**config.mk**
```make
export PLATFORM = sky130hd
export DESIGN_NAME = multiplier_tree_pipe
export DESIGN_NICKNAME = d
export VERILOG_FILES = /design/src/rtl/multiplier_tree_pipe.sv
export SDC_FILE = /design/constraint.sdc
export NUM_CORES = 2
export LEC_CHECK = 0
export BUFFER_PORTS_ARGS = -buffer_cell sky130_fd_sc_hd__buf_2
export CORE_ASPECT_RATIO = 1.75
export CORE_UTILIZATION = 41
export DETAILED_ROUTE_END_ITERATION = 12
export MAX_ROUTING_LAYER = met4
export PLACE_DENSITY = 0.65
export SKIP_LAST_GASP = 1
export SLEW_MARGIN = 5
export SYNTH_ARGS = -nofsm -noshare
export SYNTH_HDL_FRONTEND = slang
export SYNTH_SLANG_ARGS = --single-unit
```
**constraint.sdc**
```tcl
create_clock -name clk -period 40.7 [get_ports clk]
set_input_delay 4.07 -clock clk [delete_from_list [all_inputs] [get_ports clk]]
set_output_delay 4.07 -clock clk [all_outputs]
set_load 0.05 [all_outputs]
```
**src/rtl/multiplier_tree_pipe.sv**
```systemverilog
// Three-stage pipelined W x W multiplier (signed or unsigned per beat) with a
// global-stall valid/ready handshake and a sideband tag carried with each beat.
module multiplier_tree_pipe #(
    parameter int W     = 32,
    parameter int G     = 4,
    parameter int TAG_W = 4
) (
    input  logic               clk,
    input  logic               rst_n,
    input  logic               in_valid,
    output logic               in_ready,
    input  logic [W-1:0]       a,
    input  logic [W-1:0]       b,
    input  logic               signed_mode,
    input  logic [TAG_W-1:0]   in_tag,
    output logic               out_valid,
    input  logic               out_ready,
    output logic [2*W-1:0]     product,
    output logic [TAG_W-1:0]   out_tag
);

    localparam int NG = W / G;
    localparam int PW = 2 * W;

    // -2^(W-1) maps to the unsigned pattern 2^(W-1), which fits W bits.
    function automatic logic [W-1:0] mag_of(input logic [W-1:0] x, input logic sm);
        return (sm && x[W-1]) ? (~x + W'(1)) : x;
    endfunction

    function automatic logic [PW-1:0] cond_neg(input logic [PW-1:0] s, input logic n);
        return n ? (~s + PW'(1)) : s;
    endfunction

    logic               w_advance;

    logic               r_vld_p0;
    logic [W-1:0]       r_amag_p0;
    logic [W-1:0]       r_bmag_p0;
    logic               r_neg_p0;
    logic [TAG_W-1:0]   r_tag_p0;

    logic               r_vld_p1;
    logic [PW-1:0]      r_grp_p1 [NG];
    logic               r_neg_p1;
    logic [TAG_W-1:0]   r_tag_p1;

    logic               r_vld_p2;
    logic [PW-1:0]      r_prod_p2;
    logic [TAG_W-1:0]   r_tag_p2;

    logic [PW-1:0]      w_bext;
    logic [PW-1:0]      w_grp [NG];
    logic [PW-1:0]      w_sum;

    // The whole pipe stalls together; only the output register can block.
    assign w_advance = ~r_vld_p2 | out_ready;
    assign in_ready  = w_advance;
    assign out_valid = r_vld_p2;
    assign product   = r_prod_p2;
    assign out_tag   = r_tag_p2;

    assign w_bext = {{W{1'b0}}, r_bmag_p0};

    always_comb begin
        for (int g = 0; g < NG; g++) begin
            w_grp[g] = '0;
            for (int k = 0; k < G; k++) begin
                if (r_amag_p0[g*G + k]) begin
                    w_grp[g] = w_grp[g] + (w_bext << (g*G + k));
                end
            end
        end
    end

    always_comb begin
        w_sum = '0;
        for (int g = 0; g < NG; g++) begin
            w_sum = w_sum + r_grp_p1[g];
        end
    end

    always_ff @(posedge clk or negedge rst_n) begin
        if (!rst_n) begin
            r_vld_p0 <= 1'b0;
            r_vld_p1 <= 1'b0;
            r_vld_p2 <= 1'b0;
        end else if (w_advance) begin
            r_vld_p0 <= in_valid;
            r_vld_p1 <= r_vld_p0;
            r_vld_p2 <= r_vld_p1;
        end
    end

    // ---- Stage 1: sign/magnitude capture ----
    always_ff @(posedge clk) begin
        if (w_advance) begin
            r_amag_p0 <= mag_of(a, signed_mode);
            r_bmag_p0 <= mag_of(b, signed_mode);
            r_neg_p0  <= signed_mode & (a[W-1] ^ b[W-1]);
            r_tag_p0  <= in_tag;
        end
    end

    // ---- Stage 2: grouped partial-product sums ----
    always_ff @(posedge clk) begin
        if (w_advance) begin
            for (int g = 0; g < NG; g++) begin
                r_grp_p1[g] <= w_grp[g];
            end
            r_neg_p1 <= r_neg_p0;
            r_tag_p1 <= r_tag_p0;
        end
    end

    // ---- Stage 3: final sum and conditional negation ----
    always_ff @(posedge clk or negedge rst_n) begin
        if (!rst_n) begin
            r_prod_p2 <= '0;
            r_tag_p2  <= '0;
        end else if (w_advance) begin
            r_prod_p2 <= cond_neg(w_sum, r_neg_p1);
            r_tag_p2  <= r_tag_p1;
        end
    end

endmodule

```
==> Yosys cells after proc, flatten, opt, wreduce, memory -nomap -nowiden <==
Memory sizes are Yosys's and may differ from the RTL's.
Index checks and enable logic that the tools add are counted.
{ "word_totals": {"reg_bits": 145, "latchBits": 0, "mem_bits_rw": 512, "romBits": 0, "in_bits": 73, "n_memories": 1} }
{ "memory_table": {"columns": ["name", "words", "word_bits", "read_ports", "rd_ports_with_merged_regs", "wr", "line", "text"], "rows": [
  ["r_grp_p1", 8, 64, 8, 0, 8, "43", "logic [PW-1:0] r_grp_p1 [NG];"]
]} }
{ "classes": {"add_sub_neg": 34, "n_mul": 0, "div_mod_pow": 0, "magnitude_cmp": 0, "eq_ne": 0, "shift": 0, "muxes": 37, "n_bitwise": 7, "n_reduce_logical": 2} }
{ "ops": {"columns": ["op", "count"], "rows": [
  ["64-bit 2-to-1 mux", 25],
  ["64-bit adder", 7],
  ["32-bit 2-to-1 mux", 3],
  ["32-bit by 1-bit adder with 32-bit output (second input constant)", 2],
  ["64-bit by 1-bit adder with 64-bit output (second input constant)", 1],
  ["64-bit by 34-bit adder with 64-bit output", 1],
  ["64-bit by 35-bit adder with 64-bit output", 1],
  ["64-bit by 38-bit adder with 64-bit output", 1],
  ["64-bit by 39-bit adder with 64-bit output", 1],
  ["64-bit by 42-bit adder with 64-bit output", 1],
  ["64-bit by 43-bit adder with 64-bit output", 1],
  ["64-bit by 46-bit adder with 64-bit output", 1],
  ["64-bit by 47-bit adder with 64-bit output", 1],
  ["64-bit by 50-bit adder with 64-bit output", 1],
  ["64-bit by 51-bit adder with 64-bit output", 1],
  ["64-bit by 54-bit adder with 64-bit output", 1],
  ["64-bit by 55-bit adder with 64-bit output", 1],
  ["64-bit by 58-bit adder with 64-bit output", 1],
  ["64-bit by 59-bit adder with 64-bit output", 1],
  ["64-bit by 62-bit adder with 64-bit output", 1],
  ["64-bit by 63-bit adder with 64-bit output", 1],
  ["32-bit inverter", 2],
  ["64-bit inverter", 1],
  ["60-bit by 61-bit adder with 62-bit output", 1],
  ["20 further kinds", 22]
]} }

==> Depth between registers and ports, before layout <==
An unclocked memory read counts as a cell.
{ "logic_depth": {"word_depth": 11, "ltp_mapped": 45, "mapped_depth_nobuf": 40} }

==> Worst setup path before layout <==
OpenSTA, ideal clock, no wires.
{ "synth_path": {"kind": "input-to-output", "startpoint": "input port out_ready", "endpoint": "output port in_ready", "arrival_time_ps": 14728, "slack_ps": 21902, "stages": 4, "path_cell_list": "nor2b_1 clkbuf_1 clkinv_1 clkbuf_1"} }
{ "synth_between": {"elab_chain_cells": 1} }
{ "synth_lines": {"columns": ["element", "line", "text"], "rows": [
  ["from (decl)", "17", "input logic out_ready,"],
  ["1-bit bitwise OR", "56", "assign w_advance = ~r_vld_p2 | out_ready;"],
  ["to (decl)", "11", "output logic in_ready,"]
]} }
No other way between the ends.

==> metrics.cfg <==
[timing]
skew_ps=49.9
worstMarginPinSlew_ps=1250
finalWorstSetupSlack_ps=31040
tns_ps=0
min_period_over_period=0.237
max_slew_margin=0.144
drv_slew=0
final_hold_viol_count=0
setup_viol=0
maxClockFrequency_mhz=103
layout_min_cycle_time_ps=9660
grt_setup_unrepaired=no

[critical_path]
cp_data_required_time_ps=41120
critPathMaxStageDelay_ps=780
slowest_stage=edfxtp_1
r2r-start=r_bmag_p0[3]$_DFFE_PP_
r2r-end=r_grp_p1[0][236]$_DFFE_PP_
arrival_ps=10090
cp_num_buf_inv=2
path_max_fanout=45
r2r_setup_slack_ps=31040
path_depth=36
worst_path_dominant_cell_family=compound AO/OA/AOI/OAI gates
worst-r2r-cell-count=36
cp_common_cell=a21oi_1
start_kind=register
worstSetupPathType=reg2reg
crit_path_end_kind=register

[clocking]
cts_sinks=433
htreeDepth=2
clk_latency_ps=710
cts_root_buf=clkbuf_16
path_clk_slew_ps=60
cts_buffers=51
cts_resized=0
cts_setup_buffers=0
clk_path_buf_depth=3
cts_tree=yes
cts_hold_buf=0

[logic_synthesis]
syn_inst=8823
async_reset_ff_frac=0.164
synth.avg_cell_area_um2=8.12
syn_area_um2=71700
yosys_warnings=0
ys_ff_latch=433
synth_ff_type=edfxtp_1
yosysSeqAreaShare=0.176
synth-edff-count=362
synth_cell_types=98
synthesis.nets=9987

[placement]
dp_cells=10996
placed_area_um2=74900
dp_hpwl_um=198000
port_buffers=142
gp_congestion=0.990
preCtsSetupSlack_ps=31140

[routing]
postRouteWirelength_um=251000
first_pass_iters=6
avgViaCountPerCell=6.00
drt_iter0_drc=4900
wl_per_cell_um=22.6
drcViolationCount=0
ant_nets=0
via_count=66609

[worst_hold_path]
hold_start=r_tag_p0[2]$_DFFE_PP_
whs_endpoint=r_tag_p1[2]$_DFFE_PP_
min_path_cells=0
min_path_type=reg2reg

[finish]
fillers=17099
final_cell_area_um2=76800
layout-area-overhead-vs-synth_pct=7.15
fin_cells=11101
nNetsFinal=9969
layout-drive-gt1-share=0.0885

[run]
drv_cap=0

[floorplanning]
die_width_um=318
start_util=0.413
rows=202
die_area_um2=177000
ios=143
coreArea_um2=173000
die_y_um=555

[grt]
grt-ovfl-total=0
grt_max_degree=158
grt_util_all_layers=0.285
antenna_found_initial=12
grt_pass1_wl_um=379000
first_global_vias=66713

[status]
status=completed

[synth_stat cells, types with 33 or more instances]
cell / number / area, um2
nor2_1: 601 / 2260
o31ai_1: 73 / 548
nor4_1: 34 / 213
a31oi_1: 67 / 419
a211oi_1: 88 / 661
dfrtp_1: 71 / 1780
xor2_1: 339 / 2970
o211ai_1: 48 / 360
nand2b_1: 112 / 701
mux2i_1: 56 / 561
nand2_1: 791 / 2970
edfxtp_1: 362 / 10900
fa_1: 193 / 3860
o21bai_1: 91 / 683
o21ai_0: 602 / 3010
xnor2_1: 475 / 4160
or3_1: 46 / 288
nand4_1: 76 / 475
o21a_1: 146 / 1100
clkbuf_1: 273 / 1020
a21o_1: 353 / 2650
buf_1: 40 / 150
inv_1: 572 / 2150
nor2b_1: 93 / 582
nand3_1: 172 / 861
mux2_2: 327 / 3680
nor3_1: 117 / 586
a211o_1: 33 / 289
or2_2: 52 / 325
a21oi_1: 866 / 4330
ha_1: 898 / 11200
and3_1: 58 / 363
and2_1: 184 / 1150
[worst reg2reg max path: cells and delay by family, from the launching register on]
| kind | cells | cell delay, ps |
|---|---|---|
| buf+inv | 2 | 690 |
| xor+xnor | 4 | 740 |
| compound gates | 22 | 4830 |
| fa+ha+maj | 2 | 710 |
| mux | 1 | 260 |
| flops | 1 | 780 |
| simple gates | 5 | 1400 |
[cell families (layout without fill, tap and decap cells)]
family / count (synthesis) / after routing / synth area share
xor+xnor: 814 / 814 / 0.0995
flops: 433 / 433 / 0.176
fa+ha+maj: 1100 / 1100 / 0.212
mux: 383 / 383 / 0.0592
other cells: 0 / 9 / 0
buf+inv: 902 / 927 / 0.0475
compound gates: 2759 / 2759 / 0.244
simple gates: 2432 / 2432 / 0.162
[sequential cells by signal, indices dropped and copies added (netlist names)]
register,cells
r_vld_p0,1
out_valid,1
r_tag_p1,4
r_neg_p0,1
out_tag,4
product,64
r_amag_p0,32
r_grp_p1,288
r_tag_p0,4
r_neg_p1,1
r_bmag_p0,32
r_vld_p1,1
[cells in the final DEF, fill, tap and decap left out, types with 56 or more instances in the layout]
master / Yosys / routed
ha_1: 898 / 898
a21oi_1: 866 / 866
nand2_1: 791 / 791
o21ai_0: 602 / 602
nor2_1: 601 / 600
inv_1: 572 / 572
xnor2_1: 475 / 475
edfxtp_1: 362 / 362
a21o_1: 353 / 353
xor2_1: 339 / 339
mux2_2: 327 / 327
fa_1: 193 / 193
and2_1: 184 / 184
nand3_1: 172 / 172
o21a_1: 146 / 146
buf_2: 5 / 141
nor3_1: 117 / 117
nand2b_1: 112 / 112
buf_4: 3 / 101
o21bai_1: 91 / 91
nor2b_1: 93 / 91
a211oi_1: 88 / 88
nand4_1: 76 / 76
o31ai_1: 73 / 73
dfrtp_1: 71 / 71
a31oi_1: 67 / 67
and3_1: 58 / 58
mux2i_1: 56 / 56
[through the flow]
| step | util | hold WS, ps |
|---|---|---|
| after floorplan | - | 400 |
| after global placement | 0.432 | 403 |
| after detailed placement | 0.432 | 405 |
| after CTS | 0.443 | 420 |
| after global routing | 0.443 | 425 |
| final | 0.443 | 419 |
[routing by layer]
layer / GRT usage / part of all wire / wire (um)
met3: 0.0301 / 0.050 / 12600
met1: 0.289 / 0.37 / 91700
met5: - / 0 / 0
met2: 0.500 / 0.49 / 124000
met4: 0.225 / 0.092 / 23200
[area by class of cell]
type,instances,area (um2),area share
Antenna cell,9,22.5,0.000293
Clock buffer,59,1340,0.0174
Clock inverter,37,537,0.00699
Inverter,581,2190,0.0285
Multi-Input combinational cell,7488,55600,0.724
Sequential cell,433,12600,0.165
Tap cell,2244,2810,0.0366
Timing Repair Buffer,250,1620,0.0211
[worst max path at each step]
stage	startpoint	to	slack, ps
detailed placement	r_bmag_p0[3]$_DFFE_PP_	r_grp_p1[0][238]$_DFFE_PP_	31140
global route	r_bmag_p0[1]$_DFFE_PP_	r_grp_p1[0][236]$_DFFE_PP_	30510
CTS	r_bmag_p0[3]$_DFFE_PP_	r_grp_p1[0][236]$_DFFE_PP_	31110
global placement	r_bmag_p0[1]$_DFFE_PP_	r_grp_p1[0][238]$_DFFE_PP_	31010
floorplan	out_ready	in_ready	21900
finish	r_bmag_p0[3]$_DFFE_PP_	r_grp_p1[0][236]$_DFFE_PP_	31040
Power is left out: the tool's default activity adds up to more than one toggle a clock period on the data nets, which glitch-free logic cannot reach.
